**src/rtl/seg_pipe_cpa.sv**
```systemverilog
// ============================================================================
//  Module      : seg_pipe_cpa
//  Description : Pipelined, segmented carry-propagate adder/subtractor with a
//                valid/ready handshake and whole-pipeline backpressure.
//                One SEG_W-bit segment resolves per stage; the inter-segment
//                carry is registered between stages.
//                Optional macro SEG_PIPE_CPA_OVF_EN adds the signed-overflow
//                output port ovf.
//  Revision    : 1.0 - initial release
// ============================================================================
`default_nettype none

module seg_pipe_cpa #(
    parameter int WIDTH = 63,
    parameter int SEG_W = 16
) (
    input  logic             clk,
    input  logic             rst,
    input  logic             in_valid,
    output logic             in_ready,
    input  logic [WIDTH-1:0] a,
    input  logic [WIDTH-1:0] b,
    input  logic             sub,
    output logic             out_valid,
    input  logic             out_ready,
    output logic [WIDTH-1:0] sum,
`ifdef SEG_PIPE_CPA_OVF_EN
    output logic             ovf,
`endif
    output logic             cout
);

    localparam int NSEG = (WIDTH + SEG_W - 1) / SEG_W;

    // Upper bit boundary (exclusive) of segment s.
    function automatic int hi_of(input int s);
        return ((s + 1) * SEG_W > WIDTH) ? WIDTH : (s + 1) * SEG_W;
    endfunction

    // Offset of stage s in the packed stage-data bus. Stage s stores the
    // resolved low sum bits [HI-1:0] plus the unprocessed upper bits of a and
    // of the (possibly inverted) b, i.e. 2*WIDTH-HI bits.
    function automatic int doff(input int s);
        int acc;
        acc = 0;
        for (int t = 0; t < s; t++) begin
            acc = acc + 2 * WIDTH - hi_of(t);
        end
        return acc;
    endfunction

    localparam int DTOT = doff(NSEG);

    wire [DTOT-1:0] data_w;
    wire [NSEG-1:0] valid_w;
    wire [NSEG-1:0] carry_w;
    logic           adv;

    // A single advance signal moves or freezes the whole pipeline.
    assign adv       = ~out_valid | out_ready;
    assign in_ready  = adv;
    assign out_valid = valid_w[NSEG-1];
    assign cout      = carry_w[NSEG-1];
    assign sum       = data_w[doff(NSEG-1) +: WIDTH];

    for (genvar s = 0; s < NSEG; s++) begin : g_stage
        localparam int LO    = s * SEG_W;
        localparam int HI    = hi_of(s);
        localparam int SW    = HI - LO;
        localparam int RW_IN = WIDTH - LO;
        localparam int DW    = 2 * WIDTH - HI;

        logic [RW_IN-1:0] a_in;
        logic [RW_IN-1:0] b_in;
        logic             c_in;
        logic             v_in;
        logic [HI-1:0]    sum_new;
        logic [SW:0]      seg_res;
        logic [DW-1:0]    data_d;
        logic [DW-1:0]    data_q;
        logic             valid_q;
        logic             carry_q;

        if (s == 0) begin : g_first
            // Subtraction is a + ~b + 1: invert b once, inject sub as carry-in.
            assign a_in    = a;
            assign b_in    = sub ? ~b : b;
            assign c_in    = sub;
            assign v_in    = in_valid;
            assign sum_new = seg_res[SW-1:0];
        end else begin : g_next
            localparam int PDW = 2 * WIDTH - LO;
            logic [PDW-1:0] prev;
            assign prev    = data_w[doff(s-1) +: PDW];
            assign a_in    = prev[LO +: RW_IN];
            assign b_in    = prev[WIDTH +: RW_IN];
            assign c_in    = carry_w[s-1];
            assign v_in    = valid_w[s-1];
            assign sum_new = {seg_res[SW-1:0], prev[LO-1:0]};
        end

        assign seg_res = {1'b0, a_in[SW-1:0]} + {1'b0, b_in[SW-1:0]} + {{SW{1'b0}}, c_in};

        if (s < NSEG - 1) begin : g_skew
            assign data_d = {b_in[RW_IN-1:SW], a_in[RW_IN-1:SW], sum_new};
        end else begin : g_last
            assign data_d = sum_new;
`ifdef SEG_PIPE_CPA_OVF_EN
            logic ovf_d;
            logic ovf_q;
            // Carry into the MSB xor carry out of the MSB.
            assign ovf_d = a_in[SW-1] ^ b_in[SW-1] ^ seg_res[SW-1] ^ seg_res[SW];
            // Overflow flag travels with the final sum register.
            always_ff @(posedge clk) begin
                if (rst) begin
                    ovf_q <= 1'b0;
                end else if (adv) begin
                    ovf_q <= ovf_d;
                end
            end
            assign ovf = ovf_q;
`endif
        end

        // Stage register: shifts on advance, holds otherwise, cleared by reset.
        always_ff @(posedge clk) begin
            if (rst) begin
                valid_q <= 1'b0;
                carry_q <= 1'b0;
                data_q  <= '0;
            end else if (adv) begin
                valid_q <= v_in;
                carry_q <= seg_res[SW];
                data_q  <= data_d;
            end
        end

        assign data_w[doff(s) +: DW] = data_q;
        assign valid_w[s]            = valid_q;
        assign carry_w[s]            = carry_q;
    end

endmodule

`default_nettype wire
```
**config.mk**
```make
export PLATFORM = sky130hd
export DESIGN_NAME = seg_pipe_cpa
export DESIGN_NICKNAME = d
export VERILOG_FILES = /design/src/rtl/seg_pipe_cpa.sv
export SDC_FILE = /design/constraint.sdc
export NUM_CORES = 1
export LEC_CHECK = 0
export ABC_AREA = 1
export BUFFER_PORTS_ARGS = -buffer_cell sky130_fd_sc_hd__buf_2
export CORE_ASPECT_RATIO = 1.5
export CORE_UTILIZATION = 30
export CTS_CLUSTER_DIAMETER = 200
export CTS_CLUSTER_SIZE = 16
export DETAILED_ROUTE_END_ITERATION = 12
export SYNTH_ARGS = -nofsm -noshare
export SYNTH_HDL_FRONTEND = slang
export SYNTH_SLANG_ARGS = --single-unit
```
**constraint.sdc**
```tcl
create_clock -name clk -period 3.9 [get_ports clk]
set_input_delay 0.78 -clock clk [delete_from_list [all_inputs] [get_ports clk]]
set_output_delay 0.78 -clock clk [all_outputs]
set_load 0.02 [all_outputs]
```
==> key figures <==
Status
  • Status: complete, no violations

Global routing
  • Number of global-route vias before repair: 13240
  • Routing usage on met2: 25.78%
  • GR peak layer: met2
  • GR Util met1: 20.59%
  • GRT overflow: 0
  • Met3 Resource Use GR: 1.735%
  • Largest net degree at the start of global routing: 255
  • Global-route wire length before repair: 68620 um
  • All-layer global routing usage: 15.41%
  • Initial antenna violation count: 1

Clock tree
  • CTS resizes: 0
  • Hold buffers post-CTS: 0
  • Clock root cell: clkbuf_16
  • H-tree depth: 1
  • CTS tree: done
  • TritonCTS Sinks: 353
  • Clock slew at reported path FFs: 0.07 ns
  • CTS max path bufs: 3
  • Worst-Skew Late Latency: 0.57 ns
  • Post-CTS Setup Inserts: 0
  • CTS buffer count: 26

Drt
  • DR WL/cell: 14.35 um
  • DR vias: 13830
  • Iter 0 DRT Violations: 635
  • Final WL: 42590 um
  • First-pass detailed-route iteration total: 7
  • Vias per cell: 4.659
  • Final ANT Viol Nets: 0
  • Remaining DRCs: 0

Die
  • Chip Height: 285.1 um
  • Total core area: 52710 um^2
  • Die X: 190.8 um
  • Die Area: 54390 um^2
  • Row count: 103
  • Initial Utilization: 30.42%
  • # IOs: 197

STA
  • Unrepaired setup endpoints after global routing: no
  • Setup_tns: 0 ns
  • Peak Freq: 420.5 MHz
  • Setup Viol. Count Final: 0
  • Least-Margin Pin Slew: 1.176 ns
  • Final worst path period share: 60.98%
  • Hold Vio Cnt, Final: 0
  • Max-slew violation count: 0
  • Layout Skew: 0.03806 ns
  • Final worst path period need: 2.378 ns
  • Max-slew headroom: 21.59%

Final layout
  • Storage element area: 7067 um^2
  • Finished Layout Cells: 2968
  • Ant. Diodes: 0
  • Fin util: 34.45%
  • Multi-input logic area: 7726 um^2
  • # fillers: 5620
  • Nets: 2482
  • Ratio of cells with drive above 1 in the final layout: 10.94%
  • Layout area overhead: 13.28%

Logic synthesis
  • Post-synthesis adder-cell area fraction: 5.479%
  • XOR/XNOR Fraction of Synth Area: 4.862%
  • Proportion of netlist area held by the largest area contributor: 44.08%
  • Mapped cell area: 16030 um^2
  • Most common cell in the netlist: nor2_1
  • Top cells by area, synth: dfxtp_1, nor2_1, o21ai_0
  • Cells after Synth: 2173
  • Sequential area share after synthesis: 44.08%
  • Yosys warnings: 0
  • Compound-gate portion of the synthesized area: 17.44%
  • Simple-gate portion of the synthesized area: 20.42%
  • Synth cell count leaders: nor2_1, o21ai_0, dfxtp_1
  • Largest family of logic cells by synthesized area: simple AND/OR/NAND/NOR gates
  • Synth Flop Type: dfxtp_1
  • Synthesized area per cell: 7.378 um^2
  • Cell accounting for the most synthesized area: dfxtp_1
  • Syn nets: 2370
  • Post-synth EDFFs: 0
  • Netlist cell types: 30
  • Post-synthesis mux area share: 0%
  • Seq cells post-synth: 353
  • Async set-reset flop share out of synthesis: 0%

Power and ir drop
  • LEAKAGE: 9.315 nW
  • VDD IR max: 0.0002911 V
  • PwrDens: 423.9 nW/um^2

Placement
  • Gpl congestion: 0.8429
  • Placed Cells: 2939
  • Dpl hpwl: 30430 um
  • Buffers on Ports: 196

Critical path
  • CP max FO: 69
  • CP cell instances: inv_1, nor2_4, inv_8, buf_2
  • Arr. time, crit path: 1.60 ns
  • CP max stage delay: 0.31 ns
  • Buf+Inv Stages, Crit Path: 3
  • CP endpoint kind: output port
  • Critical Path RT: 3.12 ns
  • WS Path Type: reg -> out
  • Startpoint types: flip-flop
  • CP max-delay cell: dfxtp_1
  • CP top delay family: buffers and inverters

Run
  • Max-Cap Viols: 0

Worst hold path
  • Hold crit path type: reg -> reg
==> state kept, by name, summed over array words and instances (netlist names) <==
name             cells
out_valid            1
g_stage.valid_q      3
sum                 63
g_stage.data_q     282
g_stage.carry_q      3
cout                 1
==> cell type report <==
cell class,instances,area share (%)
Multi-Input combinational cell,1515,42.55
Sequential cell,353,38.91
Timing Repair Buffer,207,6.215
Tap cell,682,4.699
Inverter,182,3.845
Clock buffer,27,3.603
Clock inverter,2,0.1791
==> per-layer routing <==
layer | vias to the layer above | routed length [um]
met1 | 6282 | 19970
li1 | 7216 | -
met5 | - | 17
met2 | 262 | 20030
met4 | 2 | 1145
met3 | 65 | 1428
==> worst register-to-register path: stages, from the launching register on <==
cell and delay (ns):
dfxtp_1 0.35, fa_1 0.46, fa_1 0.42, nand2_1 0.08
nand3_1 0.07, and2_1 0.18, nand3_1 0.12, nand3_1 0.13
nand2_1 0.09, nand3_1 0.11, nand2_1 0.09, inv_1 0.03
==> kinds of logic (layout without fill, tap and decap cells) <==
group / after synthesis / in the layout
and+or+nand+nor: 824 / 824
AOI/OAI and AO/OA: 536 / 536
DFF: 353 / 353
buffers and inverters: 305 / 418
xor gates and xnor gates: 89 / 89
adders and majority gates: 66 / 66
==> through the flow <==
stage | worst slack (ns) | cell area (um^2) | hold WS (ns) | total power [mW]
detailed placement | 1.263 | 17470 | 0.4365 | 5.331
CTS | 1.463 | 18160 | 0.4352 | 7.823
finish | 1.522 | 18160 | 0.4439 | 7.698
floorplan | 1.383 | 16030 | 0.4205 | 4.902
global placement | 1.288 | 17470 | 0.4355 | 5.317
global route | 1.403 | 18160 | 0.4576 | 8.137
==> report_power, final <==
part	total [mW]	switching [mW]	internal (mW)	leakage (nW)
logic	1.18	0.734	0.443	6.07
registers	4.06	0.159	3.90	2.91
clock network	2.46	1.27	1.20	0.336
total	7.70	2.16	5.54	9.32
==> final timing paths <==
path,from,to,slack (ns),cells after the start
hold reg to reg,g_stage[0].data_q[85],g_stage[1].data_q[69],0.44,2
setup / recovery,out_valid,in_ready,1.52,4
setup reg to reg,g_stage[0].data_q[16],g_stage[1].data_q[28],1.65,11
hold / removal,g_stage[0].data_q[85],g_stage[1].data_q[69],0.44,2
==> cells in the final DEF, fill, tap and decap left out, types with 2 or more instances in the layout <==
master and count:
nor2_1 499, o21ai_0 367, dfxtp_1 353, nand2_1 214
buf_2 195, inv_1 180, a21oi_1 126, nand3_1 79
ha_1 59, xnor2_1 52, xor2_1 37, clkbuf_16 26
o21bai_1 25, nand4_1 8, nand2_2 7, nor3_1 7
fa_1 7, buf_4 7, a21o_1 5, buf_12 5
and2_1 4, nand3b_1 4, o21a_1 3, o31a_1 3
a31oi_1 3, inv_8 2, o21ai_2 2, a21oi_2 2
Note: power is estimated with default switching activity, not from simulation.
